--- src/rtl/audio_i2s_tx.sv ---
// Mono-to-stereo Philips I2S transmitter for the NES audio path.
// All timing is derived from one system clock: a divider produces BCLK,
// and every data/LRCK change happens on the clock where BCLK falls.
module audio_i2s_tx #(
   parameter int BCLK_DIV  = 4,   // system clocks per BCLK half-period, 2..255
   parameter int SIGNED_IN = 0    // 0: offset-binary input, 1: two's complement
) (
   input  logic        clock,
   input  logic        reset_n,
   input  logic [15:0] sample_in,
   input  logic        sample_valid,
   input  logic        mute,
   output logic        i2s_bclk,
   output logic        i2s_lrck,
   output logic        i2s_data,
   output logic        frame_start
);

   localparam logic [7:0] DIV_LAST = 8'(BCLK_DIV - 1);

   logic [7:0]  div_cnt;
   logic        bclk_q;
   logic        lrck_q;
   logic        frame_start_q;
   logic [4:0]  bit_cnt;
   logic [31:0] shift_q;
   logic [15:0] hold_q;

   logic        div_wrap;
   logic        fall_tick;
   logic        load_tick;
   logic [15:0] captured;

   // The divider wraps every BCLK_DIV clocks; the wrap where BCLK is high is
   // the falling tick, and the falling tick leaving bit 31 starts a new frame.
   assign div_wrap  = (div_cnt == DIV_LAST);
   assign fall_tick = div_wrap && bclk_q;
   assign load_tick = fall_tick && (bit_cnt == 5'd31);

   // Offset-binary silence is 16'h8000; flipping the MSB recentres it on zero.
   assign captured = (SIGNED_IN != 0) ? sample_in : {~sample_in[15], sample_in[14:0]};

   // Bit-clock divider: count to terminal, wrap and toggle BCLK.
   always_ff @(posedge clock) begin
      // NOTE: reset is synchronous, so it is tested inside the clocked block
      // and clock is the only event in the sensitivity list.
      if (!reset_n) begin
         div_cnt <= '0;
         bclk_q  <= 1'b0;
      end else if (div_wrap) begin
         // NOTE: sequential state uses non-blocking assignments so every
         // register sees the pre-edge value of every other register.
         div_cnt <= '0;
         bclk_q  <= ~bclk_q;
      end else begin
         div_cnt <= div_cnt + 8'd1;
      end
   end

   // Sample hold register: captures (and converts) on every valid strobe.
   always_ff @(posedge clock) begin
      if (!reset_n) begin
         hold_q <= '0;
      end else if (sample_valid) begin
         hold_q <= captured;
      end
   end

   // Serialiser: bit counter, shift register, word select and frame pulse,
   // all advanced only on falling ticks.
   always_ff @(posedge clock) begin
      if (!reset_n) begin
         bit_cnt       <= 5'd31;
         shift_q       <= '0;
         lrck_q        <= 1'b0;
         frame_start_q <= 1'b0;
      end else begin
         // NOTE: the pulse defaults low every clock; the later assignment on
         // the load tick wins, giving a single-clock pulse without extra logic.
         frame_start_q <= 1'b0;
         if (fall_tick) begin
            bit_cnt <= bit_cnt + 5'd1;
            if (load_tick) begin
               // Hold value read here is the pre-edge one, so a strobe on the
               // same clock lands in the following frame.
               shift_q       <= mute ? 32'h0 : {hold_q, hold_q};
               frame_start_q <= 1'b1;
            end else begin
               shift_q <= {shift_q[30:0], 1'b0};
            end
            // LRCK switches one BCLK ahead of each word MSB.
            if (bit_cnt == 5'd14) begin
               lrck_q <= 1'b1;
            end else if (bit_cnt == 5'd30) begin
               lrck_q <= 1'b0;
            end
         end
      end
   end

   assign i2s_bclk    = bclk_q;
   assign i2s_lrck    = lrck_q;
   assign i2s_data    = shift_q[31];
   assign frame_start = frame_start_q;

endmodule
--- config.mk ---
export PLATFORM = sky130hd
export DESIGN_NAME = audio_i2s_tx
export DESIGN_NICKNAME = d
export VERILOG_FILES = /design/src/rtl/audio_i2s_tx.sv
export SDC_FILE = /design/constraint.sdc
export NUM_CORES = 1
export LEC_CHECK = 0
export CAP_MARGIN = 0
export CORE_ASPECT_RATIO = 1.2
export CORE_MARGIN = 2
export CORE_UTILIZATION = 51
export CTS_CLUSTER_SIZE = 28
export DETAILED_ROUTE_END_ITERATION = 12
export GPL_TIMING_DRIVEN = 0
export PLACE_DENSITY = 0.81
export SYNTH_ARGS = -nofsm -noshare
export SYNTH_HDL_FRONTEND = slang
export SYNTH_SLANG_ARGS = --single-unit
--- constraint.sdc ---
create_clock -name clock -period 1.8 [get_ports clock]
set_input_delay 0.54 -clock clock [delete_from_list [all_inputs] [get_ports clock]]
set_output_delay 0.54 -clock clock [all_outputs]
set_load 0.005 [all_outputs]
==> flow_metrics.py <==
metrics = {
    "cts": {
        "cts.path.max_buffers": 2,
        "clock_latency_ns": 0.35,
        "htreeDepth": 3,
        "clkTransAtPathRegs_ns": 0.07,
        "cts_buffers": 9,
        "postCtsHoldBufs": 0,
        "cts_root_buffer": "clkbuf_8",
        "clock_sinks": 64,
        "cts_tree": "done",
    },
    "critical_path": {
        "cp_slowest_cell": "clkdlybuf4s50_1",
        "timing.rr.start": "div_cnt[0]$_SDFF_PP0_",
        "crit_family": "buffers and inverters",
        "path_depth": 1,
        "crit_fanout": 2,
        "critPathLaunchType": "flop",
        "crit_type": "flop to output pin",
        "rr_worst_depth": 6,
        "required_ns": 1.26,
        "critPathMaxStageDelay_ns": 0.51,
        "endpoint_kind": "output pin",
        "crit_buf_inv": 1,
        "crit_arrival_ns": 1.21,
        "cp_cell_sequence": "clkdlybuf4s50_1",
        "cp-startpoint": "shift_q[31]$_SDFFE_PN0P_",
    },
    "logic_synthesis": {
        "ys_types": 36,
        "synth_area_mm2": 0.00270,
        "synth-edff-count": 0,
        "synthFlopType": "dfxtp_1",
        "yosysSeqAreaShare": 0.475,
        "ys_warn_count": 0,
        "avgSynthCellArea_um2": 8.94,
        "ys_ff_latch": 64,
        "synth_cells": 302,
        "async_flop_share": 0,
        "synth_nets": 326,
    },
    "finish": {
        "final_util": 0.631,
        "multi_input_area_mm2": 0.00131,
        "area_delta_synth_final_pct": 21.4,
        "seqCellArea_mm2": 0.00128,
        "final_nets": 359,
        "drive_above_1_share": 0.141,
        "nFillCells": 409,
        "antenna_cells": 0,
        "final_cell_mix": "dfxtp_1, nand4_1, nand2_1, o211ai_1",
        "final_common_cell": "dfxtp_1",
        "design_area_mm2": 0.00328,
    },
    "min_path": {
        "hold_path_startpoint": "i2s_lrck$_SDFFE_PN0P_",
        "min_path_type": "flop to flop",
        "hold-path-cell-count": 2,
    },
    "floorplanning": {
        "core_mm2": 0.00519,
        "initial_core_util": 0.520,
        "io_pins": 24,
        "fp.dieW_um": 70.4,
        "dieArea_mm2": 0.00589,
        "rows": 29,
        "chipHeight_um": 83.7,
    },
    "detailed_routing": {
        "firstDrtPassIters": 4,
        "via_per_inst": 6.10,
        "drc": 0,
        "first_iter_violations": 265,
        "routed.top_layer": "met4",
        "wl_met1_um": 2890,
        "vias": 2451,
        "met2_length_um": 3200,
        "routed-wl-met3_um": 415,
        "ant_nets": 0,
        "wl_um": 6610,
        "post_drt_wl_per_cell_um": 16.4,
    },
    "timing": {
        "worstMarginPinSlew_ns": 0.495,
        "fin_skew_ns": 0.00800,
        "hold_violations": 0,
        "maxSlewViolCount": 0,
        "period_minus_slack_ns": 1.75,
        "post-route-period-util": 0.971,
        "fmax_mhz": 572,
        "setup_viol": 0,
        "slew_headroom": 0.670,
        "rsz0062_at_grt": "no",
    },
    "global_route": {
        "grt_pass1_wl_um": 10700,
        "grt_max_degree": 11,
        "antenna_found_initial": 0,
        "grt_overflow": 0,
        "grt_use_total": 0.229,
        "grt_pass1_vias": 2231,
    },
    "power_and_ir_drop": {
        "power_density_mw_per_mm2": 901,
        "ir_drop_uv": 971,
        "power.leakage_nw": 1.17,
    },
    "placed_design": {
        "dp_hpwl_um": 4490,
        "dpl-instance-area_mm2": 0.00299,
        "finalWeightedCongestion": 0.857,
        "io_buffers": 21,
    },
    "flow_run": {
        "drv_cap": 0,
    },
    "status": {
        "outcome": "completed",
    },
}
## flip-flops by register name, indices dropped and copies added (netlist names)
register / cells
i2s_bclk: 1
div_cnt: 8
hold_q: 16
shift_q: 32
frame_start: 1
bit_cnt: 5
i2s_lrck: 1
## worst min-delay path, cell delays in order (launching register included)
cell and delay (ns):
dfxtp_1 0.31, nand2_1 0.05, mux2i_1 0.05
## where the power goes
| group | internal, mW | switching, mW | total, mW |
|---|---|---|---|
| sequential | 1.45 | 0.0271 | 1.48 |
| clock | 0.711 | 0.534 | 1.25 |
| combinational | 0.103 | 0.126 | 0.229 |
## metrics by stage
stage | TNS (ns) | hold WS, ns | total power, mW | std cells | setup slack (ns)
floorplan | 0 | 0.436 | 1.63 | 302 | 0.0511
global placement | -9.01 | 0.447 | 1.71 | 385 | -0.371
detailed placement | -10.66 | 0.459 | 1.71 | 385 | -0.435
CTS | 0 | 0.466 | 2.95 | 401 | 0.00294
global route | 0 | 0.494 | 3.05 | 402 | 0.0179
finish | 0 | 0.465 | 2.95 | 402 | 0.0530
## layer usage
metal / vias up / track usage
met2: 87 / 0.361
met3: 9 / 0.0543
met1: 1170 / 0.302
met4: 0 / 0.0909
met5: - / 0
li1: 1185 / -
## cells in the mapped netlist, types with 2 or more instances
cell type | count | share of area
and3_1 | 2 | 0.0046
buf_6 | 2 | 0.0083
buf_2 | 4 | 0.0074
nand3_1 | 10 | 0.019
xor2_1 | 2 | 0.0065
clkbuf_1 | 24 | 0.033
mux2i_1 | 16 | 0.059
inv_1 | 3 | 0.0042
ha_1 | 4 | 0.019
or3_1 | 4 | 0.0093
nand2_1 | 34 | 0.047
o21ai_0 | 9 | 0.017
dfxtp_1 | 64 | 0.47
nand4_1 | 48 | 0.11
nor2_1 | 22 | 0.031
o211ai_1 | 31 | 0.086
a21oi_1 | 4 | 0.0074
## cell type report
cell class                 count  area share
buffer                        29      0.0497
sequential                    64       0.392
tap                           62      0.0237
multi-input combinational    204       0.400
clock inverter                 3      0.0122
inverter                       4     0.00458
clock buffer                  13      0.0485
timing repair buffer          23      0.0688
## repair_timing
action | 4_1_cts | 5_1_grt
pin swaps | 0 | 7
buffers inserted | 1 | 1
resized for setup | 20 | 20
endpoints found under the setup margin | 42 | 34
## kinds of logic (layout without fill, tap and decap cells)
group / after synthesis / after routing / synth area share
and+or+nand+nor: 132 / 132 / 0.260
DFF: 64 / 64 / 0.475
AOI/OAI and AO/OA: 49 / 49 / 0.123
buffers and inverters: 34 / 72 / 0.0547
muxes: 16 / 16 / 0.0593
adders and majority gates: 4 / 4 / 0.0185
xor gates and xnor gates: 3 / 3 / 0.00974
## worst paths after layout
check / slack [ns] / to
worst max-delay path: 0.05 / i2s_data
worst min-delay path: 0.46 / i2s_lrck$_SDFFE_PN0P_
worst min register to register: 0.46 / i2s_lrck$_SDFFE_PN0P_
worst max register to register: 0.08 / shift_q[3]$_SDFFE_PN0P_
Note: power is estimated with default switching activity, not from simulation.
